[config.mk]
export PLATFORM = sky130hd
export DESIGN_NAME = dmem_arbiter
export DESIGN_NICKNAME = d
export VERILOG_FILES = /design/src/rtl/dmem_arbiter_pkg.sv /design/src/rtl/dmem_arbiter_arb2_pick.sv /design/src/rtl/dmem_arbiter.sv
export SDC_FILE = /design/constraint.sdc
export NUM_CORES = 1
export LEC_CHECK = 0
export ABC_AREA = 1
export BUFFER_PORTS_ARGS = -buffer_cell sky130_fd_sc_hd__buf_2
export CAP_MARGIN = 20
export CELL_PAD_IN_SITES_DETAIL_PLACEMENT = 1
export CELL_PAD_IN_SITES_GLOBAL_PLACEMENT = 1
export CORE_MARGIN = 2
export CORE_UTILIZATION = 28
export CTS_CLUSTER_DIAMETER = 60
export DETAILED_ROUTE_END_ITERATION = 8
export HOLD_SLACK_MARGIN = 0.03
export PLACE_DENSITY = 0.87
export SLEW_MARGIN = 20
export SYNTH_ARGS = -nofsm -noshare
export SYNTH_HDL_FRONTEND = slang
export SYNTH_SLANG_ARGS = --single-unit
[constraint.sdc]
create_clock -name clock -period 2.9 [get_ports clock]
set_input_delay 0.58 -clock clock [delete_from_list [all_inputs] [get_ports clock]]
set_output_delay 0.58 -clock clock [all_outputs]
set_load 0.05 [all_outputs]
[src/rtl/dmem_arbiter_pkg.sv]
// Shared definitions for the dmem arbiter: owner encoding and default bus widths.
package dmem_arbiter_pkg;

   localparam int DMEM_ADDR_W = 12;
   localparam int DMEM_DATA_W = 32;

   typedef enum logic {
      OWNER_P = 1'b0,
      OWNER_S = 1'b1
   } owner_e;

endpackage

[src/rtl/dmem_arbiter_arb2_pick.sv]
// Two-way grant decision for the dmem arbiter: round-robin, or P-priority with an
// S starvation counter that forces one S grant after STARVE_MAX blocked cycles.
module arb2_pick
   import dmem_arbiter_pkg::*;
#(
   parameter int P_PRIORITY = 0,
   parameter int STARVE_MAX = 4
) (
   input  logic clock,
   input  logic reset,
   input  logic p_req,
   input  logic s_req,
   output logic p_gnt,
   output logic s_gnt
);

   generate
      if (P_PRIORITY == 0) begin : g_rr
         owner_e r_last_owner;
         logic   w_p_wins;

         // On contention the port that did not own the previous grant wins.
         assign w_p_wins = (r_last_owner == OWNER_S);
         assign p_gnt    = ~reset & p_req & (~s_req | w_p_wins);
         assign s_gnt    = ~reset & s_req & (~p_req | ~w_p_wins);

         always_ff @(posedge clock) begin
            if (reset) begin
               r_last_owner <= OWNER_S;
            end else if (p_gnt) begin
               r_last_owner <= OWNER_P;
            end else if (s_gnt) begin
               r_last_owner <= OWNER_S;
            end
         end
      end else begin : g_fp
         localparam int CW = (STARVE_MAX > 0) ? $clog2(STARVE_MAX + 1) : 1;
         localparam logic [CW-1:0] CNT_MAX = CW'(STARVE_MAX);

         logic [CW-1:0] r_starve_cnt;
         logic          w_force;

         assign w_force = (STARVE_MAX != 0) && (r_starve_cnt == CNT_MAX);
         assign s_gnt   = ~reset & s_req & (w_force | ~p_req);
         assign p_gnt   = ~reset & p_req & ~s_gnt;

         // Counts cycles S waited behind P; saturates so the force stays armed.
         always_ff @(posedge clock) begin
            if (reset) begin
               r_starve_cnt <= '0;
            end else if (s_gnt || !s_req) begin
               r_starve_cnt <= '0;
            end else if (p_gnt && (r_starve_cnt != CNT_MAX)) begin
               r_starve_cnt <= r_starve_cnt + 1'b1;
            end
         end
      end
   endgenerate

endmodule

[src/rtl/dmem_arbiter.sv]
// Shares one single-port synchronous dmem between the processor (P) and a secondary
// master (S); routes read data back to the issuing port one cycle after its grant.
module dmem_arbiter
   import dmem_arbiter_pkg::*;
#(
   parameter int ADDR_W     = DMEM_ADDR_W,
   parameter int DATA_W     = DMEM_DATA_W,
   parameter int P_PRIORITY = 0,
   parameter int STARVE_MAX = 4
) (
   input  logic              clock,
   input  logic              reset,
   input  logic              p_req,
   input  logic              p_we,
   input  logic [ADDR_W-1:0] p_addr,
   input  logic [DATA_W-1:0] p_wdata,
   output logic              p_gnt,
   output logic              p_stall,
   output logic              p_rvalid,
   output logic [DATA_W-1:0] p_rdata,
   input  logic              s_req,
   input  logic              s_we,
   input  logic [ADDR_W-1:0] s_addr,
   input  logic [DATA_W-1:0] s_wdata,
   output logic              s_gnt,
   output logic              s_rvalid,
   output logic [DATA_W-1:0] s_rdata,
   output logic [ADDR_W-1:0] mem_addr,
   output logic [DATA_W-1:0] mem_data,
   output logic              mem_wren,
   input  logic [DATA_W-1:0] mem_q
);

   logic              w_p_gnt;
   logic              w_s_gnt;
   logic              w_rd_gnt;
   logic [ADDR_W-1:0] r_addr_hold;
   logic [DATA_W-1:0] r_data_hold;
   logic              r_pend;
   owner_e            r_tag;

   arb2_pick #(
      .P_PRIORITY (P_PRIORITY),
      .STARVE_MAX (STARVE_MAX)
   ) u_pick (
      .clock (clock),
      .reset (reset),
      .p_req (p_req),
      .s_req (s_req),
      .p_gnt (w_p_gnt),
      .s_gnt (w_s_gnt)
   );

   assign p_gnt   = w_p_gnt;
   assign s_gnt   = w_s_gnt;
   assign p_stall = p_req & ~w_p_gnt;

   // Idle cycles replay the last address/data so the dmem never sees a stray address.
   always_comb begin
      mem_addr = r_addr_hold;
      mem_data = r_data_hold;
      mem_wren = 1'b0;
      if (reset) begin
         mem_addr = '0;
         mem_data = '0;
      end else if (w_p_gnt) begin
         mem_addr = p_addr;
         mem_data = p_wdata;
         mem_wren = p_we;
      end else if (w_s_gnt) begin
         mem_addr = s_addr;
         mem_data = s_wdata;
         mem_wren = s_we;
      end
   end

   assign w_rd_gnt = (w_p_gnt & ~p_we) | (w_s_gnt & ~s_we);

   always_ff @(posedge clock) begin
      if (reset) begin
         r_addr_hold <= '0;
         r_data_hold <= '0;
         r_pend      <= 1'b0;
         r_tag       <= OWNER_P;
      end else begin
         r_addr_hold <= mem_addr;
         r_data_hold <= mem_data;
         r_pend      <= w_rd_gnt;
         r_tag       <= w_s_gnt ? OWNER_S : OWNER_P;
      end
   end

   assign p_rvalid = r_pend & (r_tag == OWNER_P);
   assign s_rvalid = r_pend & (r_tag == OWNER_S);
   assign p_rdata  = mem_q;
   assign s_rdata  = mem_q;

endmodule

### Word-level counts from Yosys, hierarchy flattened

Cells that the tools add are included.

* register bits: 47
* input bits: 126
* output and inout bits: 114
* logic and storage cells: 38

* reduce and logical (&&, ||, !) cells: 1
* multiplexer cells: 12
* bitwise logic cells: 20

Operator list (number)
* two-way mux 32 bit: 3
* two-way mux 12 bit: 3
* bitwise AND 1 bit: 9
* inverter 1 bit: 8
* two-way mux 1 bit: 6
* bitwise OR 1 bit: 3
* nonzero test 2 bit: 1

### Depth between registers and ports, before layout

* word-level depth: 6
* gate-level depth with buffers: 9
* mapped depth without buffers: 6

### Modules after synthesis

Synthesis repeated with hierarchy kept, for this count alone.

* cell total of the unflattened synthesis: 517
* area, all modules: 3052.9 µm²

Modules (own cells, without submodules)
* dmem_arbiter: cells an instance 503, times used 1, sequential area each 920.9 µm², area each 2977.9 µm²
* arb2_pick: cells an instance 14, times used 1, sequential area each 20.0 µm², area each 75.1 µm²

### Worst setup path before layout

OpenSTA, ideal clock, no wires.

* path kind: input to output
* start point: in reset
* end point: out p_stall
* required time: 2.320 ns
* stages: 6
* buffers on the path: 2
* setup slack: 0.310 ns
* data arrival time: 2.010 ns
* path through: buf_2 inv_2 buf_4 nand3_4 inv_1 nor2_1

* cells in the longest elaborated chain, start to end: 5

Ends and longest elaborated chain
* from (decl): RTL line dmem_arbiter.sv:12 `input logic reset,`
* inverter 1 bit: RTL line dmem_arbiter_arb2_pick.sv:24 `assign p_gnt = ~reset & p_req & (~s_req | w_p_wins);`
* bitwise AND 1 bit (2 in series): RTL line dmem_arbiter_arb2_pick.sv:24
* net p_gnt: RTL line dmem_arbiter.sv:17 `output logic p_gnt,`
* inverter 1 bit: RTL line dmem_arbiter.sv:56 `assign p_stall = p_req & ~w_p_gnt;`
* bitwise AND 1 bit: RTL line dmem_arbiter.sv:56
* to (decl): RTL line dmem_arbiter.sv:18 `output logic p_stall,`

The timed path passes the listed nets, and every way through them passes these cells.

### Worst setup path in the final report

* start point: in s_req
* end point: out mem_data[8]

* cells in the longest elaborated chain, start to end: 5
* elaborated cells on any way between the ends: 8
* classes of those cells: mux: 3; bitwise: 5

Ends and longest elaborated chain
* from (decl): RTL line dmem_arbiter.sv:21 `input logic s_req,`
* bitwise AND 1 bit or inverter 1 bit (tied branches): RTL line dmem_arbiter_arb2_pick.sv:25, dmem_arbiter_arb2_pick.sv:24
* bitwise AND 1 bit or bitwise OR 1 bit (tied branches): RTL line dmem_arbiter_arb2_pick.sv:25, dmem_arbiter_arb2_pick.sv:24
* two-way mux 32 bit or bitwise AND 1 bit (tied branches): RTL line dmem_arbiter.sv:70, dmem_arbiter_arb2_pick.sv:24
* two-way mux 32 bit *: RTL line dmem_arbiter.sv:66 `end else if (w_p_gnt) begin`
* two-way mux 32 bit *: RTL line dmem_arbiter.sv:63 `if (reset) begin`
* to (decl): RTL line dmem_arbiter.sv:29 `output logic [DATA_W-1:0] mem_data,`

Mark *: on every way between the ends. The rest lies on a longest branch, timed or not.

==> flow_summary.json <==
{
  "dp.cells": 719,
  "clk_pin_slew_worst_paths_ns": 0.06,
  "grt_pass1_wl_um": 14920,
  "cts-root-buf": "clkbuf_16",
  "post-route-util": 0.3284,
  "place_area_um2": 3590,
  "r2r_slack_ns": 1.63,
  "clockBufferDepth": 2,
  "grt.overflow.total": 0,
  "vias": 3226,
  "grt_usage": 0.1445,
  "syn_inst": 518,
  "ys_seq_area_frac": 0.2892,
  "p_total_mw": 1.848,
  "syn_avg_cell_area_um2": 6.280,
  "final_common_cell": "buf_2",
  "syn2layout_area_growth_pct": 14.77,
  "end_kind": "output port",
  "syn_area_um2": 3253,
  "num-fill-cells": 1509,
  "drc": 0,
  "synth-seq-cells": 47,
  "clock_latency_ns": 0.28,
  "p_per_area_nw_per_um2": 495.0,
  "die_w_um": 111.8,
  "cts_max_level": 2,
  "max_cap_viol_count": 0,
  "final_hold_viol_count": 0,
  "die_area_um2": 12500,
  "final_cell_mix": "143 x buf_2, 140 x inv_1, 94 x nand2_1",
  "rr_startpoint": "u_pick.g_rr.r_last_owner$_SDFFE_PP1P_",
  "drive_above_1_share": 0.2847,
  "wirelength_um": 9253,
  "r2r-end": "r_addr_hold[8]$_SDFF_PP0_",
  "tightest_slew_ns": 0.5059,
  "syn-num-nets": 644,
  "cts_setup_buffers": 0,
  "critPathCapture": "mem_data[8]",
  "die_h_um": 111.8,
  "io_pins": 240,
  "cts_buffers": 5,
  "routedWlPerCell_um": 12.75,
  "peakVddDrop_mv": 0.2298,
  "gp_congestion": 0.7078,
  "crit_path_start_kind": "primary input",
  "nets": 709,
  "start_util": 0.2861,
  "pre_cts_slack_ns": 0.4110,
  "initialDrtViolationCount": 99,
  "min_path_type": "primary input to flop",
  "dp_hpwl_um": 6852,
  "post-route-period-util": 0.8569,
  "reg2reg_depth": 7,
  "fin_cells": 726,
  "slew_headroom": 0.6627,
  "antenna_found_initial": 0,
  "path_class": "primary input to output port",
  "leakagePower_nw": 2.675,
  "rows": 39,
  "skew_ns": 0.002972,
  "period_needed_ns": 2.485,
  "required_ns": 2.32,
  "first_global_vias": 3221,
  "grt_max_degree": 45,
  "cts_tree": "built",
  "core_area_um2": 11370,
  "port_buffers": 143,
  "setup_viol": 0,
  "maxSlewViolCount": 0,
  "antenna_cells": 0,
  "synth_cell_types": 17,
  "cts_resized": 0,
  "regArea_um2": 940.9,
  "clock-sinks": 47,
  "fin_ws_ns": 0.4149,
  "cts.hold.buffers_added": 0,
  "ant_nets": 0,
  "drt_first_pass_iters": 4,
  "viasPerCell": 4.444,
  "fin_setup_tns_ns": 0,
  "multi_input_area_um2": 1130,
  "critPathLaunch": "s_req",
  "status": "finished, final reports clean",
  "rsz0062_at_grt": "no",
  "finalHoldWorstSlack_ns": 0.5075,
  "cp.arrival_ns": 1.91,
  "worstPathMaxFanout": 33,
  "yosysWarnings": 0,
  "max_freq_mhz": 402.4,
  "final_area_um2": 3734
}
state kept, by name (all words and copies together) (netlist names):
| name | cells |
|---|---|
| r_tag | 1 |
| r_pend | 1 |
| r_addr_hold | 12 |
| r_data_hold | 32 |
| u_pick.g_rr.r_last_owner | 1 |
power breakdown:
part / switching (mW) / internal, mW
Combinational: 0.397 / 0.170
Sequential: 0.0123 / 0.692
Clock: 0.240 / 0.337
Total: 0.649 / 1.20
routing by layer:
| layer | track usage | routed length, um | vias up |
|---|---|---|---|
| met3 | 0.04028 | 630 | 8 |
| li1 | - | - | 1639 |
| met2 | 0.2590 | 4596 | 116 |
| met5 | 0 | 0 | - |
| met4 | 0.02798 | 50 | 0 |
| met1 | 0.1733 | 3975 | 1463 |
synth_stat cells, drive strengths merged:
| cell type | count | area (um^2) |
|---|---|---|
| buf | 84 | 608.1 |
| nand3 | 46 | 247.7 |
| o211ai | 1 | 7.510 |
| dfxtp | 47 | 940.9 |
| o22ai | 1 | 6.260 |
| nand2 | 96 | 365.3 |
| nand4 | 44 | 275.3 |
| a21oi | 44 | 220.2 |
| nor2 | 2 | 7.510 |
| clkbuf | 12 | 45.04 |
| inv | 141 | 529.3 |
layout make-up:
class,count,share of cell area
multi-input combinational,234,0.3026
sequential,47,0.2520
timing repair buffer,154,0.2172
inverter,141,0.1418
tap,143,0.04792
clock buffer,6,0.03720
clock inverter,1,0.001340
cells by family (layout without fill, tap and decap cells):
kind of cell,after synthesis,count (layout),share of synthesized area
AND/OR/NAND/NOR,188,188,0.2754
flip-flops,47,47,0.2892
AO/OA/AOI/OAI,46,46,0.07192
buffers and inverters,237,302,0.3635
worst max-delay path: stages:
cell and delay, ns:
buf_2 0.26, buf_4 0.40, nand4_1 0.15, nand3_1 0.11
nand2_1 0.06, inv_1 0.07, buf_2 0.26
worst min path at each step:
stage,startpoint,end,cells after the start,slack [ns]
after global routing,p_we,r_pend$_SDFF_PP0_,2,0.50
final,p_we,r_pend$_SDFF_PP0_,2,0.51
after CTS,p_we,r_pend$_SDFF_PP0_,2,0.50
after global placement,u_pick.g_rr.r_last_owner$_SDFFE_PP1P_,u_pick.g_rr.r_last_owner$_SDFFE_PP1P_,2,0.49
after floorplan,u_pick.g_rr.r_last_owner$_SDFFE_PP1P_,u_pick.g_rr.r_last_owner$_SDFFE_PP1P_,2,0.48
after detailed placement,u_pick.g_rr.r_last_owner$_SDFFE_PP1P_,u_pick.g_rr.r_last_owner$_SDFFE_PP1P_,2,0.52
Power figures use the tool's default switching activity.
